### config.mk
export PLATFORM = sky130hd
export DESIGN_NAME = mem_arbiter
export DESIGN_NICKNAME = d
export VERILOG_FILES = /design/src/rtl/mem_arb_pkg.sv /design/src/rtl/mem_arbiter.sv
export SDC_FILE = /design/constraint.sdc
export NUM_CORES = 1
export LEC_CHECK = 0
export BUFFER_PORTS_ARGS = -buffer_cell sky130_fd_sc_hd__buf_4
export CORE_UTILIZATION = 54
export CTS_BUF_LIST = sky130_fd_sc_hd__clkbuf_16
export DETAILED_ROUTE_END_ITERATION = 12
export GPL_ROUTABILITY_DRIVEN = 0
export PLACE_DENSITY = 0.78
export REMOVE_ABC_BUFFERS = 1
export SLEW_MARGIN = 0
export SYNTH_ARGS = -nofsm -noshare
export SYNTH_HDL_FRONTEND = slang
export SYNTH_SLANG_ARGS = --single-unit
### constraint.sdc
create_clock -name clk -period 2.23 [get_ports clk]
set_input_delay 0 -clock clk [delete_from_list [all_inputs] [get_ports clk]]
set_output_delay 0 -clock clk [all_outputs]
set_load 0.02 [all_outputs]
### src/rtl/mem_arb_pkg.sv
`default_nettype none
// ============================================================================
//  Module   : mem_arb_pkg
//  Purpose  : Shared types and constants for the byte-wide RAM port arbiter.
//  Revision : 1.0  initial release
// ============================================================================
package mem_arb_pkg;

    // Arbiter sequencing states.
    typedef enum logic [1:0] {
        IDLE = 2'd0,
        RD   = 2'd1,
        WR   = 2'd2,
        DONE = 2'd3
    } arb_state_t;

    // Which pipeline stage owns the transfer in flight.
    typedef enum logic {
        OWN_IF  = 1'b0,
        OWN_MEM = 1'b1
    } arb_owner_t;

    // mem_len encodings: byte count minus one.
    localparam logic [1:0] LEN_B = 2'd0;
    localparam logic [1:0] LEN_H = 2'd1;
    localparam logic [1:0] LEN_W = 2'd3;

    localparam logic [31:0] ZeroWord = 32'h0000_0000;

    // Byte count for a MEM length code; the illegal code 2 behaves as a word.
    function automatic logic [2:0] len_to_count(input logic [1:0] len);
        case (len)
            LEN_B:   return 3'd1;
            LEN_H:   return 3'd2;
            LEN_W:   return 3'd4;
            default: return 3'd4;
        endcase
    endfunction

endpackage
`default_nettype wire

### src/rtl/mem_arbiter.sv
`default_nettype none
// ============================================================================
//  Module   : mem_arbiter
//  Purpose  : Single owner of the byte-wide RAM port. Serializes IF word
//             fetches and MEM byte/half/word loads and stores into per-byte
//             RAM cycles. MEM has priority; IF reads may be flushed.
//  Revision : 1.0  initial release
// ============================================================================
module mem_arbiter
    import mem_arb_pkg::*;
#(
    parameter int ADDR_W = 32
) (
    input  logic              clk,
    input  logic              rst,
    // fetch stage
    input  logic              if_req,
    input  logic [ADDR_W-1:0] if_addr,
    input  logic              if_flush,
    output logic              if_done,
    output logic [31:0]       if_data,
    // memory stage
    input  logic              mem_req,
    input  logic              mem_we,
    input  logic [1:0]        mem_len,
    input  logic [ADDR_W-1:0] mem_addr,
    input  logic [31:0]       mem_wdata,
    output logic              mem_done,
    output logic [31:0]       mem_rdata,
    // RAM pins
    input  logic [7:0]        ram_din,
    output logic [ADDR_W-1:0] ram_a,
    output logic              ram_wr,
    output logic [7:0]        ram_dout
);

    arb_state_t        r_state, w_state;
    arb_owner_t        r_owner, w_owner;
    logic [ADDR_W-1:0] r_base,  w_base;
    logic [2:0]        r_n,     w_n;      // bytes in this transfer, 1..4
    logic [31:0]       r_wdata, w_wdata;
    logic [2:0]        r_cnt,   w_cnt;    // next byte index to issue
    logic [1:0]        r_rcv,   w_rcv;    // next byte index to capture
    logic              r_cap,   w_cap;    // ram_din carries valid read data
    logic [31:0]       r_buf,   w_buf;    // bytes captured so far

    logic [ADDR_W-1:0] w_ram_a;
    logic              w_ram_wr;
    logic [7:0]        w_ram_dout;
    logic              w_if_done, w_mem_done;
    logic [31:0]       w_if_data, w_mem_rdata;

    logic [31:0]       w_merged;          // capture buffer with ram_din dropped in
    logic [7:0]        w_wbyte;           // store byte selected by issue index
    logic [ADDR_W-1:0] w_next_addr;

    assign w_next_addr = r_base + ADDR_W'(r_cnt);

    // Byte steering: place the incoming read byte and select the outgoing store byte.
    always_comb begin
        w_merged = r_buf;
        case (r_rcv)
            2'd0:    w_merged[7:0]   = ram_din;
            2'd1:    w_merged[15:8]  = ram_din;
            2'd2:    w_merged[23:16] = ram_din;
            default: w_merged[31:24] = ram_din;
        endcase
        case (r_cnt[1:0])
            2'd0:    w_wbyte = r_wdata[7:0];
            2'd1:    w_wbyte = r_wdata[15:8];
            2'd2:    w_wbyte = r_wdata[23:16];
            default: w_wbyte = r_wdata[31:24];
        endcase
    end

    // Next-state and next-output logic for the transfer sequencer.
    always_comb begin
        w_state     = r_state;
        w_owner     = r_owner;
        w_base      = r_base;
        w_n         = r_n;
        w_wdata     = r_wdata;
        w_cnt       = r_cnt;
        w_rcv       = r_rcv;
        w_cap       = r_cap;
        w_buf       = r_buf;
        w_ram_a     = ram_a;
        w_ram_wr    = ram_wr;
        w_ram_dout  = ram_dout;
        w_if_done   = 1'b0;
        w_mem_done  = 1'b0;
        w_if_data   = if_data;
        w_mem_rdata = mem_rdata;

        case (r_state)
            IDLE: begin
                if (mem_req) begin
                    w_owner    = OWN_MEM;
                    w_base     = mem_addr;
                    w_n        = len_to_count(mem_len);
                    w_wdata    = mem_wdata;
                    w_ram_a    = mem_addr;
                    w_ram_wr   = mem_we;
                    w_ram_dout = mem_wdata[7:0];
                    w_cnt      = 3'd1;
                    w_rcv      = 2'd0;
                    w_cap      = 1'b0;
                    w_buf      = ZeroWord;
                    w_state    = mem_we ? WR : RD;
                end else if (if_req && !if_flush) begin
                    w_owner  = OWN_IF;
                    w_base   = if_addr;
                    w_n      = 3'd4;
                    w_ram_a  = if_addr;
                    w_ram_wr = 1'b0;
                    w_cnt    = 3'd1;
                    w_rcv    = 2'd0;
                    w_cap    = 1'b0;
                    w_buf    = ZeroWord;
                    w_state  = RD;
                end
            end
            RD: begin
                if (r_owner == OWN_IF && if_flush) begin
                    // Abandon the fetch; partially captured bytes are dropped.
                    w_state = IDLE;
                    w_ram_a = '0;
                    w_cnt   = 3'd0;
                    w_rcv   = 2'd0;
                    w_cap   = 1'b0;
                end else begin
                    if (r_cnt < r_n) begin
                        w_ram_a = w_next_addr;
                        w_cnt   = r_cnt + 3'd1;
                    end
                    // RAM returns data one edge after it samples the address.
                    w_cap = 1'b1;
                    if (r_cap) begin
                        if ({1'b0, r_rcv} == r_n - 3'd1) begin
                            w_state = DONE;
                            w_ram_a = '0;
                            if (r_owner == OWN_IF) begin
                                w_if_done = 1'b1;
                                w_if_data = w_merged;
                            end else begin
                                w_mem_done  = 1'b1;
                                w_mem_rdata = w_merged;
                            end
                        end else begin
                            w_buf = w_merged;
                            w_rcv = r_rcv + 2'd1;
                        end
                    end
                end
            end
            WR: begin
                if (r_cnt < r_n) begin
                    w_ram_a    = w_next_addr;
                    w_ram_dout = w_wbyte;
                    w_cnt      = r_cnt + 3'd1;
                end else begin
                    w_ram_wr   = 1'b0;
                    w_ram_a    = '0;
                    w_state    = DONE;
                    w_mem_done = 1'b1;
                end
            end
            default: begin
                // DONE: requester drops its request during this cycle.
                w_state = IDLE;
                w_cnt   = 3'd0;
                w_rcv   = 2'd0;
                w_cap   = 1'b0;
            end
        endcase
    end

    // State and registered RAM/handshake outputs.
    always_ff @(posedge clk) begin
        if (rst) begin
            r_state   <= IDLE;
            r_owner   <= OWN_IF;
            r_base    <= '0;
            r_n       <= 3'd0;
            r_wdata   <= ZeroWord;
            r_cnt     <= 3'd0;
            r_rcv     <= 2'd0;
            r_cap     <= 1'b0;
            r_buf     <= ZeroWord;
            ram_a     <= '0;
            ram_wr    <= 1'b0;
            ram_dout  <= 8'h00;
            if_done   <= 1'b0;
            mem_done  <= 1'b0;
            if_data   <= ZeroWord;
            mem_rdata <= ZeroWord;
        end else begin
            r_state   <= w_state;
            r_owner   <= w_owner;
            r_base    <= w_base;
            r_n       <= w_n;
            r_wdata   <= w_wdata;
            r_cnt     <= w_cnt;
            r_rcv     <= w_rcv;
            r_cap     <= w_cap;
            r_buf     <= w_buf;
            ram_a     <= w_ram_a;
            ram_wr    <= w_ram_wr;
            ram_dout  <= w_ram_dout;
            if_done   <= w_if_done;
            mem_done  <= w_mem_done;
            if_data   <= w_if_data;
            mem_rdata <= w_mem_rdata;
        end
    end

endmodule
`default_nettype wire

==> results.txt <==
Before antenna repair, the detailed router went through 6 iterations. CTS placed an instance of clkbuf_16 at the clock tree root. Total count of max-transition violations in the final report: 0. In this run the core area contains 48 standard-cell rows.

Clock tree synthesis inserted a total of 22 buffers. The basic-gate share of the synthesized area counting and, or, nand and nor cells is 0.157, and the area after detailed placement is 11,800 µm². The final cell count without fillers is 1,666.

The tools report the initial antenna violation count as 0. The netlist area before placement was 9760 µm²; the share of the synthesized area in compound gates (AO/OA/AOI/OAI) was 0.217. Overall fraction of global-route tracks in use: 0.325. After synthesis, the most frequently instantiated cells are 215 x dfxtp_1, 134 x nor2_1, 122 x nand2_1.

TritonCTS built the clock tree. Power spread over the standard cell area amounts to 1010 nW/µm². For this run, the top clock speed supported by timing is 467 MHz. The fraction of synthesized cell area in xor and xnor cells was 0.0314; the combinational fraction of design power was 0.369. The cell depth of the worst hold path was 3. Start of the worst register-to-register path: r_n[1]$_SDFFE_PP0P_. The area share of the largest cell type after synthesis is 0.441, and the number of design-rule violations left by the first detailed-router iteration is 963.

The total detailed-routing wirelength is 30.5 mm. The longest clock path from root to sink contains 3 buffers. The total congestion overflow came out at 0. The clock share of power was 0.271.

The number of instances in the placed design was 1,516. The post-route clock skew is 0.00884 ns. Area inside the core boundary: 17,500 µm². In this run the static leakage power is 5.49 nW. Max-cap violations in this run came to 0. STA classifies the critical path startpoint as a flop. Sorting the synthesized cells by area gives the leading types as dfxtp_1 44%, a211oi_1 7.3%, mux2i_1 6.4%. The final-report hold violation count was 0; the setup slack of the most critical reg-to-reg path was 0.09 ns. The smallest clock period supported by the final layout is computed as 2.14 ns. STA classifies the critical path endpoint as a flop. Cell internal power was estimated by the tool at 8.70 mW. Dominant combinational cell family by area after synthesis: compound AO/OA/AOI/OAI gates. The normalized max-slew margin was 0.379. The cell type with the largest total area after synthesis was dfxtp_1. After clock tree synthesis, the clock-pin slew on the worst setup and hold paths is 0.06 ns. The tools report the cell area after layout as 13,700 µm². The clock insertion delay at the later pin of the skew report was 0.51 ns.

The critical path is of the flop to flop type. The run gives 18,600 µm² as the die area. The number of levels in the clock H-tree was 1. For this run, the number of Yosys warnings is 0. Entering global routing, the biggest net connects 146 pins. The area share of fa/ha/maj cells after synthesis came out at 0.0264. The number of I/O port buffers came out at 218. The number of enable flip-flop cells after synthesis is 0. Summing internal, switching and leakage power gives 13.8 mW. For the final routed database, the setup TNS stands at 0 ns. The number of placed I/O pins is 219. The arrival time at the worst endpoint is 2.55 ns. The worst hold path belongs to the class primary input to flop.

The leading register cell type out of synthesis is dfxtp_1. The final layout contains 1,557 nets. The synthesized netlist contains 62 unique library cells. For the worst setup path, the data required time is 2.64 ns. The share of cells above drive strength 1 works out to 0.233. In the final routed layout, each cell accounts on average for 18.3 µm. The final cell utilization of the core is 0.783, and the mux contribution to synthesized area is 0.0763. Counting flops and latches in the post-synthesis netlist gives 215.

The destination of the worst register-to-register timing path is ram_a[15]$_SDFFE_PP0P_. Signed area change from the synthesized netlist to the final layout: 40.2%. Along the worst path, the maximum fanout reaches 13. The sequential area share after synthesis was 0.441; the sequential share of power was 0.360. At the pin with the least slew margin, the transition time is 0.930 ns.

The die width is 136 µm, and the average cell area after synthesis is 8.78 µm². The net load switching power is 5.11 mW, and the total via count after detailed routing is 9,911. For the worst flop-to-flop path, the logic depth is 9.

The detailed-route vias per instance is 5.95. Measured along the y axis, the die boundary spans 136 µm. Async set or reset register ratio after synthesis: 0.

The flow ran to the end, and the final reports show no timing, DRC or antenna violations. The tools report the source of the worst hold timing path as if_addr[28]. The run gives 9,702 as the number of global-route vias before repair.

The count of inserted antenna diode cells came out at 0. In the routed design, unresolved DRC markers number 0. The ratio of final minimum period to clock period came out at 0.961. The maximum vdd ir drop was 0.747 mV; the wire length of the first global-routing pass was 48.2 mm.

The tools report the effective utilization at floorplan as 0.559. For the CTS sink count, the log shows 215. Among all cell types in the netlist, the one instantiated most often is dfxtp_1.

The number of instances in the synthesized netlist came out at 1,112. For hold timing, the worst endpoint is r_base[28]$_SDFFE_PP0P_. The logs give 0 for the remaining antenna violation count and 0 for the final setup violation count. Switching part of the total: 0.370. Once detailed placement completed, the half-perimeter wirelength came to 18.1 mm.
## power groups by stage
stage | Combinational (mW) | Clock, mW | Sequential, mW
global route | 5.50 | 3.91 | 5.03
global placement | 4.52 | 0 | 4.98
finish | 5.09 | 3.75 | 4.97
CTS | 4.83 | 3.75 | 4.93
floorplan | 2.44 | 0 | 5.21
detailed placement | 4.60 | 0 | 5.00
## metal layers
metal	vias to the layer above	global-route usage	wire, µm
met5	-	0	0
met4	0	0.157	1290
met3	114	0.0459	2220
met2	550	0.558	15100
met1	4609	0.399	11900
li1	4638	-	-
## placed cells by master, fill, tap and decap left out, types with 4 or more instances in the layout
cell and instances:
a211o_1 4, a211oi_1 95, a21oi_1 61, a221oi_1 6, a222oi_1 8, a22o_1 7, a22oi_1 19, and3_1 6
and4_1 4, buf_12 7, buf_4 253, clkbuf_16 24, clkinv_1 4, clkinv_2 6, dfxtp_1 215, dlygate4sd3_1 108
ha_1 18, inv_1 47, mux2_2 11, mux2i_1 62, nand2_1 122, nand3_1 22, nand4_1 8, nor2_1 133
nor2_2 4, nor2b_1 5, nor3_1 8, nor4_1 4, o21a_1 5, o21ai_0 33, o22ai_1 15, o32ai_1 25
xnor2_1 24, xor2_1 10
## sequential cells by signal, summed over array words and instances (netlist names), 2 cells and up
register	flops
if_data	32
mem_rdata	32
r_base	32
r_buf	32
r_cnt	3
r_n	3
r_rcv	2
r_state	2
r_wdata	32
ram_a	32
ram_dout	8
## metrics by stage
| stage | hold slack [ns] | setup slack (ns) |
|---|---|---|
| 2_1_floorplan | 0.0662 | -0.434 |
| 3_3_place_gp | 0.248 | 0.0143 |
| 3_5_place_dp | 0.255 | -0.0523 |
| 4_1_cts | 0.00110 | -0.0621 |
| 5_1_grt | 0.0244 | -0.0222 |
| 6_report | 0.0186 | 0.0865 |
## what timing repair did
| action | in CTS | in global routing |
|---|---|---|
| resized for setup | 1 | 17 |
| buffers inserted | 0 | 1 |
| hold endpoints to repair | 171 | 0 |
| gates cloned | 0 | 1 |
| endpoints found under the setup margin | 27 | 57 |
| hold buffers | 108 | 0 |
| pin swaps | 0 | 5 |
## layout make-up
type / instances / area (µm²)
clock buffer: 23 / 576
inverter: 43 / 161
multi-input combinational: 773 / 5060
fill: 1110 / 3790
tap: 225 / 282
timing repair buffer: 370 / 3160
sequential: 215 / 4300
clock inverter: 17 / 150
## cells by family after synthesis
kind of cell             Yosys count
flip-flops                       215
AND/OR/NAND/NOR                  339
buffers and inverters            124
adder cells (fa/ha/maj)           20
AO/OA/AOI/OAI                    306
multiplexers                      73
XOR/XNOR                          35
## worst max path at each step
stage / startpoint / to / cells past startpoint
after floorplan: r_n[0]$_SDFFE_PP0P_ / mem_rdata[0]$_SDFFE_PP0P_ / 7
after global placement: r_n[0]$_SDFFE_PP0P_ / r_buf[9]$_SDFFE_PP0P_ / 8
after detailed placement: r_n[1]$_SDFFE_PP0P_ / r_buf[15]$_SDFFE_PP0P_ / 8
after CTS: r_n[1]$_SDFFE_PP0P_ / r_buf[4]$_SDFFE_PP0P_ / 8
after global routing: r_n[0]$_SDFFE_PP0P_ / r_buf[25]$_SDFFE_PP0P_ / 8
final: r_n[1]$_SDFFE_PP0P_ / ram_a[15]$_SDFFE_PP0P_ / 9
## worst max-delay path, stage by stage (launching register included)
cell and delay [ns]:
dfxtp_1 0.33, inv_1 0.08, buf_4 0.14, ha_1 0.27
nand2_1 0.08, o21ai_2 0.18, and4_4 0.30, nand2b_4 0.25
a22oi_1 0.15, o22ai_1 0.25
No activity file was read; power rests on OpenSTA's default activity.
